### src/rtl/systolic_tile_sequencer.sv
`default_nettype none
// +--------------------------------------------------------------------------+
// | systolic_tile_sequencer: byte-stream loader, array reset/run window and  |
// | 2x2 result capture for the 3x3 systolic convolution array.               |
// | Revision: 1.0                                                            |
// +--------------------------------------------------------------------------+
module systolic_tile_sequencer #(
  parameter int COMPUTE_CYCLES = 16
) (
  input  logic         clk,
  input  logic         rst,
  input  logic         in_valid,
  output logic         in_ready,
  input  logic [7:0]   in_data,
  input  logic         keep_filter,
  output logic [127:0] img_flat,
  output logic [71:0]  filt_flat,
  output logic         array_rst,
  input  logic [31:0]  arr_res,
  output logic [31:0]  res_out,
  output logic         res_valid,
  output logic         tile_done,
  output logic         busy
);

  typedef enum logic [1:0] {
    IDLE   = 2'd0,
    LOAD_F = 2'd1,
    LOAD_I = 2'd2,
    RUN    = 2'd3
  } state_t;

  localparam logic [7:0] RUN_LAST  = 8'(COMPUTE_CYCLES - 1);
  localparam logic [4:0] FILT_LAST = 5'd8;
  localparam logic [4:0] IMG_LAST  = 5'd15;

  state_t        state;
  state_t        state_next;
  logic [4:0]    byte_cnt;
  logic [7:0]    run_cnt;
  logic [71:0]   filt_q;
  logic [127:0]  img_q;
  logic [31:0]   res_q;
  logic          res_valid_q;
  logic          tile_done_q;
  logic          accept;
  logic          run_last;

  assign in_ready  = !rst && (state != RUN);
  assign accept    = in_valid && in_ready;
  assign run_last  = (run_cnt == RUN_LAST);

  assign img_flat  = img_q;
  assign filt_flat = filt_q;
  assign res_out   = res_q;
  assign res_valid = res_valid_q;
  assign tile_done = tile_done_q;
  assign busy      = (state != IDLE);
  assign array_rst = (state != RUN);

  always_comb begin
    state_next = state;
    case (state)
      IDLE:    if (accept) state_next = keep_filter ? LOAD_I : LOAD_F;
      LOAD_F:  if (accept && byte_cnt == FILT_LAST) state_next = LOAD_I;
      LOAD_I:  if (accept && byte_cnt == IMG_LAST) state_next = RUN;
      RUN:     if (run_last) state_next = IDLE;
      default: state_next = IDLE;
    endcase
  end

  always_ff @(posedge clk) begin
    if (rst) state <= IDLE;
    else     state <= state_next;
  end

  // Filter/image storage persists across tiles so keep_filter tiles reuse it.
  always_ff @(posedge clk) begin
    if (rst) begin
      byte_cnt    <= 5'd0;
      run_cnt     <= 8'd0;
      filt_q      <= '0;
      img_q       <= '0;
      res_q       <= '0;
      res_valid_q <= 1'b0;
      tile_done_q <= 1'b0;
    end else begin
      tile_done_q <= 1'b0;
      case (state)
        IDLE: begin
          if (accept) begin
            res_valid_q <= 1'b0;
            byte_cnt    <= 5'd1;
            if (keep_filter) img_q[7:0]  <= in_data;
            else             filt_q[7:0] <= in_data;
          end
        end
        LOAD_F: begin
          if (accept) begin
            for (int k = 0; k < 9; k++)
              if (byte_cnt == 5'(k)) filt_q[8*k +: 8] <= in_data;
            byte_cnt <= (byte_cnt == FILT_LAST) ? 5'd0 : byte_cnt + 5'd1;
          end
        end
        LOAD_I: begin
          if (accept) begin
            for (int k = 0; k < 16; k++)
              if (byte_cnt == 5'(k)) img_q[8*k +: 8] <= in_data;
            if (byte_cnt == IMG_LAST) begin
              byte_cnt <= 5'd0;
              run_cnt  <= 8'd0;
            end else begin
              byte_cnt <= byte_cnt + 5'd1;
            end
          end
        end
        RUN: begin
          run_cnt <= run_cnt + 8'd1;
          if (run_last) begin
            res_q       <= arr_res;
            res_valid_q <= 1'b1;
            tile_done_q <= 1'b1;
          end
        end
        default: ;
      endcase
    end
  end

endmodule
`default_nettype wire
### config.mk
export PLATFORM = sky130hd
export DESIGN_NAME = systolic_tile_sequencer
export DESIGN_NICKNAME = d
export VERILOG_FILES = /design/src/rtl/systolic_tile_sequencer.sv
export SDC_FILE = /design/constraint.sdc
export NUM_CORES = 1
export LEC_CHECK = 0
export CORE_ASPECT_RATIO = 1.2
export CORE_MARGIN = 5
export CORE_UTILIZATION = 51
export CTS_CLUSTER_SIZE = 10
export DETAILED_ROUTE_END_ITERATION = 6
export PLACE_DENSITY = 0.94
export SKIP_CTS_REPAIR_TIMING = 1
export SYNTH_ARGS = -nofsm -noshare
export SYNTH_HDL_FRONTEND = slang
export SYNTH_SLANG_ARGS = --single-unit
### constraint.sdc
create_clock -name clk -period 6.9 [get_ports clk]
set_input_delay 2.07 -clock clk [delete_from_list [all_inputs] [get_ports clk]]
set_output_delay 2.07 -clock clk [all_outputs]
set_load 0.02 [all_outputs]
; After elaboration in Yosys (flattened, before gate mapping)
; Index checks and enable logic that the tools add are counted.
[totals]
reg_bits = 249
romBits = 0
out_inout_bits = 237
memories = 0
latchBits = 0
ram_bits = 0
[op_classes]
mul = 0
shift = 0
n_reduce_logical = 44
n_addsub = 2
order_cmp = 0
n_div = 0
eq_ne = 31
n_mux = 28
bitwise_logic = 1
[ops]
columns = cell, n
row1 = $reduce_and 3->1, 25
row2 = $mux 8, 9
row3 = $pmux 8 s2, 3
row4 = $eq 5x4->1 const B, 8
row5 = $mux 5, 5
row6 = $ne 2x2->1 const B, 12
row7 = $eq 5x3->1 const B, 4
row8 = $pmux 5 s3, 1
row9 = $eq 5x2->1 const B, 2
row10 = $mux 2, 5
row11 = $reduce_and 5->1, 2
row12 = $reduce_bool 2->1, 5
row13 = $add 8x1->8 const B, 1
row14 = $eq 8x4->1 const B, 1
row15 = $pmux 2 s4, 1
row16 = $reduce_and 4->1, 2
row17 = $add 5x1->5 const B, 1
row18 = $eq 5x1->1 const B, 1
row19 = $logic_not 5->1, 1
row20 = $eq 2x2->1 const B, 2
row21 = $logic_and 1x1->1, 4
row22 = $mux 1, 3
row23 = $reduce_bool 3->1, 1
row24 = $eq 2x1->1 const B, 1
row25 = other kinds (6), 6

; Logic depth before layout (Yosys ltp)
[depth]
ltp_word = 6
ltp_mapped = 8

; Worst setup path before layout
; Ideal clock, no wire load.
[synth_path]
path_kind = input-to-output
startpoint = input rst
endpoint = output in_ready
cell_stages = 4
required_ps = 4830
path_slack_ps = 1831
t_arrival_ps = 2999
cell_sequence = clkbuf_1 -> clkbuf_1 -> clkbuf_1 -> nor2_1
[synth_between]
elab_chain_len = 2
[synth_lines]
columns = item, line
row1 = "start, declared", 11  ; input logic rst,
row2 = $logic_not 1->1, 49  ; assign in_ready = !rst && (state != RUN);
row3 = $logic_and 1x1->1, 49
row4 = "end, declared", 13  ; output logic in_ready,
; Every way passes these cells.

; Worst setup path in the final report
; Same ends and word-level chain as after synthesis.

==> flow_summary_export.csv <==
group,metric,value,unit
placed_design,postPlaceCellArea,0.0123,mm2
setup_path,timing.rr.end,"filt_flat[8]$_SDFFE_PP0P_",
timing,setup_tns,0,ns
setup_path,cpPeakStageDelay,0.62,ns
hold_path,hold_class,"reg -> reg",
cts,clock_sinks,249,
setup_path,critical_path_required,4.83,ns
route,wirelength,29200,um
logic_synthesis,syn_area_per_cell,10.1,um2
cts,cts_buffers,28,
setup_path,critPathTopFamily,"buffers and inverters",
logic_synthesis,syn-instance-count,933,
setup_path,cp_max_fo,35,
route,first_iter_violations,493,
cts,clk_pin_slew,0.05,ns
setup_path,worstSetupEndpointType,"output pin",
route,antenna_left,0,
setup_path,cp-start-kind,"input pin",
job,cap_violations,0,
setup_path,path_buf_inv,2,
setup_path,r2r_setup_slack,3.91,ns
logic_synthesis,synth_edf_count,0,
grt,grt_pass1_vias,8019,
die,fp.dieArea,0.0214,mm2
die,core,0.0182,mm2
timing,relSlewSlack,20.1,%
pwr,power_density,241,mW/mm2
logic_synthesis,ys_types,42,
route,dr.pass1.iters,7,
pwr,seq_power_share,47.2,%
hold_path,hold_depth,2,
hold_path,hold_start,"res_valid$_SDFFE_PP0P_",
cts,cts-htree-levels,1,
pwr,combPwrFrac,12.8,%
timing,grt_setup_unrepaired,"false",
route,vias,7805,
grt,antenna_found_initial,0,
setup_path,cp_slowest_cell,"clkdlybuf4s50_1",
die,fp.dieH,159,um
grt,grt_pass1_wl,44500,um
cells_and_area,fin_nets,1230,
grt,grt_max_degree,115,
die,die_w,134,um
route,drcViolationCount,0,
timing,fmax,0.198,GHz
pwr,p_switching,788,uW
setup_path,worstSetupPathDepth,3,
hold_path,min_to,"res_valid$_SDFFE_PP0P_",
pwr,leakage,5.91,nW
setup_path,r2r-start,"state[1]$_SDFFE_PP0P_",
cts,cts_tree,"done",
timing,drv_slew,0,
die,io_pins,281,
die,initial_core_util,51.8,%
logic_synthesis,synth.largest_area_cell,"dfxtp_1",
cells_and_area,drive_above_1_share,3.66,%
cells_and_area,diodes,0,
placed_design,dp_hpwl,19900,um
cts,clock_latency,0.53,ns
setup_path,cp.arrival,2.98,ns
timing,tightestPinTransition,1.20,ns
logic_synthesis,synth.top_cell.area_share,52.7,%
placed_design,gp_congestion,0.850,
route,via_per_inst,5.58,
setup_path,setup.worst_path.class,"in -> out",
grt,grt_usage,26.0,%
timing,hold_viol,0,
placed_design,io_buffers,280,
logic_synthesis,netlist_area,0.00945,mm2
pwr,p_int,2.35,mW
cells_and_area,fin_area,0.0130,mm2
setup_path,worst_r2r_path_depth,6,
outcome,outcome,"completed",
pwr,switching_share,25.1,%
logic_synthesis,synth.area.top_cells,"dfxtp_1 53%, mux2i_1 25%, nor2_1 9.6%, clkbuf_1 2.6%, ha_1 1.6%",
pwr,clockPowerShare,40.0,%
timing,period_share,73.3,%
logic_synthesis,yosys_most_used_dff,"dfxtp_1",
route,wl_per_cell,20.9,um
logic_synthesis,synth_warnings,0,
die,rows,54,
grt,grt_overflow,0,
timing,skew,0.0147,ns
pwr,p_total,3.13,mW
cts,clock-root-buffer,"clkbuf_16",
logic_synthesis,async_reset_ff_share,0,%
cells_and_area,area_growth,37.8,%
cts,cts_buffer_depth,3,
timing,setup_viol,0,
setup_path,path_cells,"buf_6 -> nor2_1 -> clkdlybuf4s50_1",
logic_synthesis,synth-seq-area-share,52.7,%
timing,holdWs,0.471,ns
logic_synthesis,synth_nets,989,
logic_synthesis,synth_seq_cells,249,
pwr,ir_worst_vdd,0.000177,V
timing,period_needed,5.05,ns
[synth_stat cells (2+ instances only)]
cell,count
nand4_1,15
ha_1,12
and3b_1,2
nor2_1,241
mux2i_1,235
o31ai_1,2
nor2b_1,8
o21ai_0,3
a21o_1,3
a21oi_1,12
clkbuf_2,8
o211ai_1,2
buf_2,2
or4_1,3
a311oi_1,2
nand2_1,10
or3_1,4
nand3_1,17
inv_1,9
a31oi_1,3
and4_1,2
dfxtp_1,249
and3_1,5
clkbuf_1,66
[worst register-to-register path, stage by stage (launching register included)]
cell	delay, ns
dfxtp_1	0.35
inv_1	0.12
ha_1	0.39
nor4bb_1	0.80
nand3_1	0.75
mux2i_1	0.35
nor2_1	0.07
[routing by layer]
metal / GRT usage [%] / share of wire [%] / vias up
met5: 0 / 0 / -
met4: 12.3 / 4.7 / 0
met3: 6.76 / 7.7 / 82
met2: 46.1 / 50 / 352
met1: 28.8 / 37 / 3760
li1: - / - / 3611
[power groups by stage]
stage                     Combinational [mW]  Clock [mW]  Sequential (mW)
after floorplan                        0.252           0             1.52
after global placement                 0.387           0             1.51
after detailed placement               0.393           0             1.51
after CTS                              0.397        1.27             1.48
after global routing                   0.427        1.34             1.48
final                                  0.402        1.25             1.48
[how the worst max path moves through the flow]
stage	startpoint	to	slack, ns
2_1_floorplan	rst	in_ready	1.83
3_3_place_gp	rst	img_flat[69]$_SDFFE_PP0P_	1.58
3_5_place_dp	rst	img_flat[64]$_SDFFE_PP0P_	1.50
4_1_cts	rst	in_ready	1.84
5_1_grt	rst	img_flat[64]$_SDFFE_PP0P_	1.76
6_report	rst	in_ready	1.85
[placed cells by master (no fill, tap or decap), types with 2 or more instances in the layout]
cell type        count
nand2_1             10
buf_4                8
o211ai_1             2
a31oi_1              3
and3b_1              2
nor2b_1              8
nor2_1             241
clkdlybuf4s50_1    279
nand3_1             16
and3_1               5
o31ai_1              2
clkbuf_16           29
and4_1               2
a21oi_1             12
inv_1                9
a21o_1               3
nand4_1             15
or3_1                4
or4_1                3
ha_1                12
dfxtp_1            249
mux2i_1            235
a311oi_1             2
o21ai_0              3
[logic make-up (layout without fill, tap and decap cells)]
family	count (synthesis)	in the layout	share of synthesized area, %
flops	249	249	52.7
simple gates	315	315	14.4
mux	235	235	24.9
buf+inv	86	327	3.63
compound gates	36	36	2.82
fa+ha+maj	12	12	1.59
[flip-flops by register name, summed over array words and instances, names as in the netlist]
register,flops
img_flat,128
filt_flat,72
res_out,32
run_cnt,8
byte_cnt,5
state,2
res_valid,1
tile_done,1
[area by class of cell]
type | instances | area, um2
timing repair buffer | 288 | 2860
multi-input combinational | 598 | 4130
sequential | 249 | 4980
tap | 224 | 280
inverter | 9 | 33.8
fill | 1224 | 5220
clock buffer | 30 | 729
[stage by stage]
| step | util (%) | setup WS [ns] | std cells |
|---|---|---|---|
| floorplan | - | 1.83 | 933 |
| global placement | 67.4 | 1.58 | 1368 |
| detailed placement | 67.4 | 1.50 | 1368 |
| CTS | 71.4 | 1.84 | 1398 |
| global route | 71.4 | 1.76 | 1398 |
| finish | 71.4 | 1.85 | 1398 |
Power figures use the tool's default switching activity.
